### config.mk
export PLATFORM = sky130hd
export DESIGN_NAME = spi_burst_writer
export DESIGN_NICKNAME = d
export VERILOG_FILES = /design/src/rtl/spi_burst_writer.sv
export SDC_FILE = /design/constraint.sdc
export NUM_CORES = 1
export LEC_CHECK = 0
export ABC_CLOCK_PERIOD_IN_PS = 4350
export CORE_MARGIN = 4
export CORE_UTILIZATION = 49
export CTS_CLUSTER_DIAMETER = 80
export CTS_CLUSTER_SIZE = 25
export DETAILED_ROUTE_END_ITERATION = 10
export PLACE_DENSITY = 0.91
export REMOVE_ABC_BUFFERS = 1
export SYNTH_ARGS = -nofsm -noshare
export SYNTH_HDL_FRONTEND = slang
export SYNTH_SLANG_ARGS = --single-unit
### constraint.sdc
create_clock -name main_clock -period 4.35 [get_ports main_clock]
set_input_delay 0.435 -clock main_clock [delete_from_list [all_inputs] [get_ports main_clock]]
set_output_delay 0.435 -clock main_clock [all_outputs]
set_load 0.005 [all_outputs]
### src/rtl/spi_burst_writer.sv
// rtl/spi_burst_writer.sv - page-program burst sequencer feeding spi_memory_master (option: SPI_BURST_PAGE_SPLIT_EN)
module spi_burst_writer #(
    parameter int          ADDR_W = 8,
    parameter int          LEN_W  = 9,
    parameter logic [7:0]  OPCODE = 8'h02
) (
    input  logic              main_clock,
    input  logic              reset_n,
    input  logic              start,
    input  logic [ADDR_W-1:0] start_addr,
    input  logic [LEN_W-1:0]  length,
    input  logic [7:0]        in_data,
    input  logic              in_valid,
    output logic              in_ready,
    output logic [7:0]        opcode,
    output logic [ADDR_W-1:0] addr,
    output logic [7:0]        write_data,
    output logic              opcode_addr_trigger,
    output logic              addr_flag,
    output logic              data_trigger,
    output logic              finalize_trigger,
    input  logic              opcode_addr_completed,
    input  logic              data_ready,
    input  logic              data_completed,
    input  logic              busy,
    output logic              active,
    output logic              done
);

    typedef enum logic [2:0] {
        S_IDLE, S_LOAD, S_CMD, S_DATA, S_DRAIN, S_FIN, S_DONE
    } state_t;

    state_t             state, state_n;
    logic [LEN_W-1:0]   remaining;
    logic [ADDR_W-1:0]  addr_next;
    logic               cmd_issued;
    logic               split_pend;
    logic               fin_seen;
    logic               dc_pend;
    logic               prev_oac, prev_dr, prev_dc;
    logic               oac_rise, dr_rise, dc_rise;
    logic               page_cross;

    assign oac_rise  = opcode_addr_completed & ~prev_oac;
    assign dr_rise   = data_ready & ~prev_dr;
    assign dc_rise   = data_completed & ~prev_dc;
    assign addr_next = addr + ADDR_W'(1);

`ifdef SPI_BURST_PAGE_SPLIT_EN
    assign page_cross = (addr_next[7:0] == 8'h00) && (remaining != '0);
`else
    assign page_cross = 1'b0;
`endif

    always_comb begin
        state_n = state;
        case (state)
            S_IDLE:  if (start) state_n = (length == '0) ? S_DONE : S_LOAD;
            S_LOAD:  if (in_valid) state_n = cmd_issued ? S_DATA : S_CMD;
            S_CMD:   if (oac_rise) state_n = S_DATA;
            S_DATA:  if (dr_rise) state_n = ((remaining == '0) || page_cross) ? S_DRAIN : S_LOAD;
            S_DRAIN: if (dc_rise || dc_pend) state_n = S_FIN;
            // busy is only trusted once the master has seen finalize for a cycle
            S_FIN:   if (fin_seen && !busy) state_n = split_pend ? S_LOAD : S_DONE;
            S_DONE:  state_n = S_IDLE;
            default: state_n = S_IDLE;
        endcase
    end

    always_ff @(posedge main_clock or negedge reset_n) begin
        if (!reset_n) begin
            state      <= S_IDLE;
            addr       <= '0;
            remaining  <= '0;
            write_data <= 8'h00;
            cmd_issued <= 1'b0;
            split_pend <= 1'b0;
            fin_seen   <= 1'b0;
            dc_pend    <= 1'b0;
            prev_oac   <= 1'b0;
            prev_dr    <= 1'b0;
            prev_dc    <= 1'b0;
        end else begin
            state    <= state_n;
            prev_oac <= opcode_addr_completed;
            prev_dr  <= data_ready;
            prev_dc  <= data_completed;
            fin_seen <= (state == S_FIN) && (state_n == S_FIN);
            if (dc_rise) dc_pend <= 1'b1;
            case (state)
                S_IDLE: if (start) begin
                    addr       <= start_addr;
                    remaining  <= length;
                    cmd_issued <= 1'b0;
                    split_pend <= 1'b0;
                    dc_pend    <= 1'b0;
                end
                S_LOAD: if (in_valid) begin
                    write_data <= in_data;
                    remaining  <= remaining - LEN_W'(1);
                end
                S_CMD: cmd_issued <= 1'b1;
                // completions seen before this capture belong to earlier bytes
                S_DATA: if (dr_rise) begin
                    addr    <= addr_next;
                    dc_pend <= dc_rise;
                    if (page_cross) split_pend <= 1'b1;
                end
                S_DRAIN: if (state_n == S_FIN) dc_pend <= 1'b0;
                S_FIN: if (state_n != S_FIN) begin
                    cmd_issued <= 1'b0;
                    split_pend <= 1'b0;
                end
                default: ;
            endcase
        end
    end

    assign in_ready            = (state == S_LOAD) && in_valid;
    assign opcode              = OPCODE;
    assign addr_flag           = 1'b1;
    assign opcode_addr_trigger = (state == S_CMD) || cmd_issued;
    assign data_trigger        = (state == S_DATA);
    assign finalize_trigger    = (state == S_FIN);
    assign active              = (state != S_IDLE);
    assign done                = (state == S_DONE);

endmodule

==> results.yml <==
grt:
  overflow: 0
  grt_first_pass_wirelength_microns: 7534
  grt_pass1_vias: 1604
  grtUsageTotal_pct: 18.66
  antenna_found_initial: 0
  grt_max_degree: 35
worst_setup_path:
  arrival_ns: 2.38
  crit_buf_inv: 2
  path_delay_family: "buffers and inverters"
  r2r_end: "addr[4]$_DFFE_PN0P_"
  reg2regPathDepth: 5
  reg2reg_setup_slack_ns: 2.17
  cp-start-kind: "flop"
  cp.depth: 3
  cp_max_fo: 15
  crit_slowest_cell: "clkdlybuf4s50_1"
  worst_ep_required_time_ns: 3.91
  timing.rr.start: "state[2]$_DFF_PN0_"
  cp-startpoint: "state[2]$_DFF_PN0_"
  crit_end: "data_trigger"
  cp-end-kind: "primary output"
  crit_chain: "nand3b_1 > inv_1 > clkdlybuf4s50_1"
  critPathKind: "reg -> out"
  slowest_delay_ns: 0.60
power_and_ir_drop:
  combPwrFrac_pct: 45.5
  irDropWorstVdd_uv: 284.1
  p_sw_share_pct: 37.72
  p_per_area_nw_per_um2: 634.9
  p_leak_nw: 1.080
  p_sw_uw: 616.0
  p_seq_share_pct: 36.4
  internal-power_mw: 1.017
  clkPwrFrac_pct: 18.1
flow_run:
  maxCapViolCount: 0
hold_path:
  worstHoldStart: "write_data[3]$_DFFE_PN0P_"
  hp-class: "reg -> reg"
final_layout:
  final_common_cell: "clkdlybuf4s50_1"
  fill_cells: 308
  antenna-diode-count: 0
  fin_nets: 297
  layout_common_cells: "clkdlybuf4s50_1, dfrtp_1, o21ai_0, a21oi_1, nand2_1"
  drive_gt1_share_pct: 9.542
  area_growth_syn_to_layout_pct: 33.25
clocking:
  clkLatencyLatePin_ns: 0.29
  ctsHoldBuffers: 0
  root_buffer: "clkbuf_8"
  post_cts_resized: 0
  cts_tree: "done"
  clock-sinks: 34
  path_clk_slew_ns: 0.07
  cts_setup_buffers: 0
  cts_buffers: 5
  h-tree-depth: 2
  cts.path.max_buffers: 2
synthesis:
  yosysTopAreaCellShare_pct: 44.07
  yosys.area.top_type: "dfrtp_1"
  async_flop_share_pct: 100.0
  yosysWarningCount: 0
  synth_ff_type: "dfrtp_1"
  synthDistinctLibCells: 47
  ys_seq_elements: 34
  synth-edff-count: 0
  netlist_area_sq_um: 1931
  avgSynthCellArea_sq_um: 9.193
  yosysSeqAreaShare_pct: 44.07
  synthCells: 210
  yosys-top-cells-area: "dfrtp_1, o21ai_0, a21oi_1"
die:
  core_sq_um: 3744
  row_count: 22
  dieArea_sq_um: 5008
  ioPinCount: 64
  die_y_microns: 70.77
  initial_core_util_pct: 51.57
  die_width_microns: 70.77
sta:
  drv_slew: 0
  period_needed_ns: 2.812
  fin_crit_sh_pct: 64.65
  tightestPinTransition_ns: 0.6120
  skew_ns: 0.004206
  fin_hold_ws_ns: 0.5068
  setup-tns-final_ns: 0
  rsz0062_at_grt: "no"
  slew_headroom_pct: 59.20
  finalHoldViolCount: 0
  max_clock_freq_mhz: 355.6
  setup_viol: 0
detailed_routing:
  route.detailed.drc: 0
  vias_per_cell: 5.616
  ant_nets: 0
  first_pass_iters: 4
  drt_iter0_drc: 94
  wl_per_cell_microns: 14.51
  wl_microns: 4498
  dr_total_vias: 1741
status:
  status: "complete, no violations"
placement:
  dp_hpwl_microns: 3239
  io_buffers: 54
  gp_congestion: 0.8659
## flip-flops by register name, summed over array words and instances (netlist names)
register,count
prev_dc,1
write_data,8
remaining,9
fin_seen,1
dc_pend,1
prev_oac,1
state,3
cmd_issued,1
addr,8
prev_dr,1
## how the worst min path moves through the flow
stage	depth (start not counted)	endpoint
global route	1	write_data[1]$_DFFE_PN0P_
finish	1	write_data[3]$_DFFE_PN0P_
global placement	1	write_data[5]$_DFFE_PN0P_
detailed placement	1	write_data[5]$_DFFE_PN0P_
CTS	1	write_data[5]$_DFFE_PN0P_
floorplan	0	addr[0]$_DFFE_PN0P_
## area by class of cell
type                    instances  area [sq um]  share of cell area [%]
clock inverters                 3         45.04                   1.751
repair buffers                 55         548.0                   21.30
well taps                      48         60.06                   2.335
multi-input cells             152         950.9                   36.96
clock buffers                   5         68.82                   2.675
inverters                      13         48.80                   1.897
flip-flops and latches         34         850.8                   33.07
## synth_stat cells, types with 2 or more instances
| master | instances |
|---|---|
| o21ai_0 | 24 |
| a31oi_1 | 4 |
| conb_1 | 2 |
| o2bb2ai_1 | 2 |
| a22oi_1 | 5 |
| clkbuf_1 | 4 |
| buf_2 | 4 |
| nor2_1 | 12 |
| ha_1 | 3 |
| dfrtp_1 | 34 |
| nor3b_1 | 2 |
| nor2b_1 | 5 |
| a21oi_1 | 18 |
| o211ai_1 | 3 |
| a32oi_1 | 2 |
| buf_4 | 9 |
| nand2_1 | 17 |
| nor4_1 | 2 |
| and4_1 | 2 |
| inv_1 | 13 |
| nor3_1 | 3 |
| mux2_2 | 8 |
| mux2i_1 | 2 |
| nand3_1 | 7 |
## logic make-up after synthesis
group	after synthesis	share of synthesized area (%)
buffers and inverters	31	8.036
adder cells (fa/ha/maj)	3	1.944
flip-flops	34	44.07
AO/OA/AOI/OAI	65	20.09
AND/OR/NAND/NOR	65	19.77
other	2	0.3890
multiplexers	10	5.703
## routing by layer
layer	wire [microns]	part of all wire (%)	vias to the layer above	GRT usage, %
met4	74	1.6	0	7.307
met2	2035	45	80	28.63
met3	367	8.2	9	4.972
met1	2021	45	805	25.18
met5	0	0	-	0
li1	-	-	847	-
## per-stage QoR
step / util (%) / cells / setup slack (ns) / area [sq um] / total power [mW]
after detailed placement: 65.68 / 302 / 1.606 / 2459 / 1.338
after global routing: 68.72 / 310 / 1.385 / 2572 / 1.769
after global placement: 65.68 / 302 / 1.627 / 2459 / 1.307
after floorplan: - / 199 / 2.497 / 1851 / 0.9961
final: 68.72 / 310 / 1.538 / 2572 / 1.633
after CTS: 68.72 / 310 / 1.567 / 2572 / 1.641
## power groups by stage
| stage | clock network (mW) | registers, mW | logic (mW) |
|---|---|---|---|
| 6_report | 0.296 | 0.595 | 0.743 |
| 3_5_place_dp | 0 | 0.597 | 0.740 |
| 4_1_cts | 0.301 | 0.593 | 0.748 |
| 5_1_grt | 0.311 | 0.617 | 0.841 |
| 3_3_place_gp | 0 | 0.591 | 0.716 |
| 2_1_floorplan | 0 | 0.577 | 0.419 |
No activity file was read; power rests on OpenSTA's default activity.
==> patch 1: new RTL, same settings <==
`ADDR_W`: 8 -> 7.
--- a/src/rtl/spi_burst_writer.sv
+++ b/src/rtl/spi_burst_writer.sv
@@ -2,3 +2,3 @@
 module spi_burst_writer #(
-    parameter int          ADDR_W = 8,
+    parameter int          ADDR_W = 7,
     parameter int          LEN_W  = 9,
Ports: changed (resized addr and start_addr); port bits go from 64 to 62. The function was not compared with the original's and may differ.
==> patch 1 against the original RTL <==
  * Die area is 1.9% lower
  * Maximum frequency up 0.86%
  * Area after synthesis fell by 2.1%
  * Cell area fell by 3.7%
  * Worst hold slack improved by 2.4 ps
  * Setup slack improved by 24 ps
  * Sequential cell count shrank 1
  * Total power fell by 11%
  * Routed wire length down 4.7%
  * First-iteration DRC count up 48%
==> patch 1: results (changes against the original RTL) <==
Run status
  • Status: finished clean

GRT
  • All-Layer GR Usage: 18.6% (-0.094 points)
  • Met3 Use GR: 6.04% (+1.1 points)
  • Largest net degree at the start of global routing: 34 (-2.9%)
  • Grt met1 use: 22.7% (-2.4 points)
  • Global-route wire length before repair: 7.44 mm (-1.3%)
  • Met2 Use GR: 31.1% (+2.4 points)

Critical path
  • Critical path fanouts, max: 10 (-5)
  • CP Data Arrival Time: 2350 ps (-30 ps)
  • CP max-delay cell: clkdlybuf4s50_1
  • Reg2reg setup slack: 1790 ps (-380 ps)
  • Reg-to-Reg End: addr[0]
  • CP endpoint: in_ready
  • Reg2Reg Depth: 5 (unchanged)
  • Critical Path Start: start
  • Max stage delay on crit path: 550 ps (-50 ps)

Placed design
  • Pre-CTS setup slack: 1570 ps (-40.1 ps)
  • IO Port Bufs: 52 (-3.7%)
  • Hpwl dp: 3.18 mm (-1.7%)
  • DP Area: 0.00239 mm^2 (-2.6%)
  • Routability Congestion: 0.827 (-4.5%)

Power
  • Static leakage: 0.000996 uW (-7.8%)
  • Comb power frac: 45.1% (-0.4 points)
  • Peak supply drop: 0.274 mV (-3.5%)
  • Pwr Total: 1450 uW (-11%)
  • Power Clock: 218 uW (-26%)
  • Switching power: 537 uW (-13%)

Routing
  • Met2 wire len: 2.11 mm (+3.6%)
  • Drt via density: 5.51 (-1.9%)
  • Highest Signal Layer: met4
  • Post-Route M1 WL: 1.88 mm (-7.2%)
  • WL met3: 254 um (-31%)
  • WL/cell: 14.4 um (-0.88%)
  • Initial DRC Count: 139 (+48%)

Timing
  • Max Clock Freq: 359 MHz (+0.86%)
  • Actual slew at the worst max-slew pin: 808 ps (+196 ps)
  • Slew Limit Fails: 0 (unchanged)
  • Clock skew: 5.54 ps (+1.34 ps)

Synth
  • Yosys warns: 0 (unchanged)
  • Synth Area in Compound Gates: 19.3% (-0.75 points)
  • Most frequent cells after synthesis: dfrtp_1 (33), a21oi_1 (17), o21ai_0 (17)
  • Synth area leaders: dfrtp_1 (44%), mux2_2 (5.4%), a21oi_1 (4.5%)
  • Sequential area share after synthesis: 43.7% (-0.36 points)
  • Mux cell area share after synthesis: 5.89% (+0.19 points)
  • Async SR Flop Fraction: 100% (unchanged)
  • Unique masters post-synth: 46 (-2.1%)
  • Post-Synth Adder-Cell Area: 1.99% (+0.042 points)

Hold path
  • WHS Endpoint: write_data[3]
  • Hold depth: 1 (unchanged)
  • Worst Hold Class: reg -> reg

Cells and area
  • Layout fillers: 310 (+0.65%)
  • Biggest regs: remaining x9, write_data x8, addr x7
  • Antenna cells: 0 (unchanged)
  • Nets@finish: 284 (-4.4%)
  • Layout cells sized above 1: 10.8% (+1.3 points)

Clock network
  • CTS clk-pin slew, worst paths: 60 ps
  • TritonCTS Buffers: 5 (unchanged)
  • Clock sinks: 33 (-2.9%)
  • Clock root cell: clkbuf_8
## patch 1: through the flow
stage / hold WS, ps / cells
2_1_floorplan: 139 / 188
3_3_place_gp: 489 / 290
3_5_place_dp: 496 / 290
4_1_cts: 514 / 298
5_1_grt: 533 / 298
6_report: 509 / 298
## patch 1: logic make-up after synthesis
logic type      after synthesis
mux                          10
fa+ha+maj                     3
compound gates               57
flops                        33
buf+inv                      24
simple gates                 71
other cells                   2
## patch 1: cell type report
type / count / area [um^2] / share of cell area (%)
flip-flops and latches: 33 / 826 / 33.3
repair buffers: 54 / 536 / 21.6
inverters: 5 / 18.8 / 0.758
clock buffers: 6 / 72.6 / 2.93
multi-input cells: 150 / 955 / 38.5
well taps: 48 / 60.1 / 2.42
clock inverters: 2 / 10.0 / 0.404
## patch 1: critical path, delay by kind of cell
kind / cells / cell delay (ps)
AO/OA/AOI/OAI: 1 / 460
AND/OR/NAND/NOR: 2 / 410
buffers and inverters: 2 / 1050
==> patch 2: new RTL, same settings <==
Without the edit above. Re-encode `state_t` (7 states) as Gray code, 3 bits wide.
--- a/src/rtl/spi_burst_writer.sv
+++ b/src/rtl/spi_burst_writer.sv
@@ -30,3 +30,3 @@
     typedef enum logic [2:0] {
-        S_IDLE, S_LOAD, S_CMD, S_DATA, S_DRAIN, S_FIN, S_DONE
+        S_IDLE = 3'b000, S_LOAD = 3'b001, S_CMD = 3'b011, S_DATA = 3'b010, S_DRAIN = 3'b110, S_FIN = 3'b111, S_DONE = 3'b101
     } state_t;
Behaviour: same outputs for any inputs over 10 cycles, from zero or initial values and one cycle with reset_n low; not proved beyond that.
==> patch 2 against the original RTL <==
  * Global-route usage is 0.86 points lower
  * Area after synthesis up 3.6%
  * Setup slack lost 11 ps
  * Routed wire length shrank 3.2%
  * First-iteration DRC count up 57%
  * Non-clock buffer count increased by 1
  * Sequential cell count is the same
  * Die area up 3.2%
  * Synthesized cell count fell by 2.9%
  * Worst hold slack lost 3.2 ps
  * Total power is 0.26% lower
  * Cell area is 1.1% higher
  * Critical endpoint unchanged
  * Largest power group unchanged
  * Highest routed layer unchanged
==> patch 2: results (changes against the original RTL) <==
Run status
  • Status: finished clean

Routing
  • Drt via density: 5.63 (+0.22%)
  • Final WL: 4.35 mm (-3.2%)
  • Initial DRC Count: 148 (+57%)

Critical path
  • Reg2Reg Depth: 4 (-1)
  • Critical path fanouts, max: 21 (+6)
  • Reg2reg setup slack: 2230 ps (+60 ps)
  • Top cell family by delay on the critical path: simple AND/OR/NAND/NOR gates
  • CP max-delay cell: nor3b_4
  • Reg-to-Reg End: addr[5]

Placed design
  • Routability Congestion: 0.903 (+4.2%)
  • Pre-CTS setup slack: 1880 ps (+273 ps)
  • Hpwl dp: 3.17 mm (-2.1%)

Cells and area
  • Nets@finish: 291 (-2.0%)
  • Layout fillers: 294 (-4.5%)
  • Layout cells sized above 1: 11.7% (+2.2 points)

Power
  • Peak supply drop: 0.324 mV (+14%)
  • Static leakage: 0.00105 uW (-2.4%)
  • Switching share of total power: 37.4% (-0.35 points)

Timing
  • Clock skew: 9.72 ps (+5.52 ps)
  • Actual slew at the worst max-slew pin: 769 ps (+157 ps)

Synth
  • Synth area leaders: dfrtp_1 (43%), mux2_2 (4.5%), a21oi_1 (4.0%)
  • Unique masters post-synth: 49 (+4.3%)
  • Most frequent cells after synthesis: dfrtp_1 (34), a21oi_1 (16), nand2_1 (15)

GRT
  • Vias in the first global route: 1,668 (+4.0%)
  • All-Layer GR Usage: 17.8% (-0.86 points)
==> patch 2: cell types whose count changed after synthesis, moves of 3 or more <==
cell,change
a31oi_1,-3
buf_6,+5
a21oi_2,+4
o22ai_1,+3
inv_1,-3
clkbuf_1,-4
o21ai_0,-16
o21ai_1,+10
==> patch 2: power groups by stage <==
stage	sequential (uW)	clock (uW)	combinational, uW
floorplan	592	0	426
global route	641	292	829
global placement	608	0	717
finish	618	273	738
CTS	614	280	744
detailed placement	618	0	740
==> patch 2: cell type report <==
class	count	share of cell area, %
inverter	10	1.44
timing repair buffer	56	21.4
sequential	34	32.7
multi-input combinational	148	37.9
tap	48	2.31
clock buffer	8	4.23
==> patch 2: metrics by stage <==
stage                     hold slack [ps]  utilization (%)  area [um^2]  total power (uW)  cells
after floorplan                       139                -         1870              1020    192
after global placement                486             65.5         2490              1330    296
after detailed placement              496             65.5         2490              1360    296
after CTS                             512             68.4         2600              1640    304
after global routing                  527             68.4         2600              1760    304
final                                 504             68.4         2600              1630    304
==> patch 2: worst min path at each step <==
stage,endpoint,startpoint,slack [ps],cells after the start
floorplan,addr[0],reset_n,140,0
global placement,write_data[6],write_data[6],490,1
detailed placement,write_data[3],write_data[3],500,1
CTS,write_data[7],write_data[7],510,1
global route,write_data[0],write_data[0],530,1
finish,write_data[7],write_data[7],500,1
==> patch 2: metal layers <==
layer  up-vias  share of wire [%]  track usage [%]
met3        12                7.7             4.63
li1        829                  -                -
met1       794                 45             23.0
met5         -                  0                0
met4         0                1.8             7.72
met2        76                 46             28.1
==> patch 2: kinds of logic after synthesis <==
group                      after synthesis  synth area share, %
adders and majority gates                3                 1.88
buffers and inverters                   29                 9.45
AOI/OAI and AO/OA                       64                 21.2
other                                    2                0.376
and+or+nand+nor                         63                 19.5
muxes                                    9                 5.01
DFF                                     34                 42.6
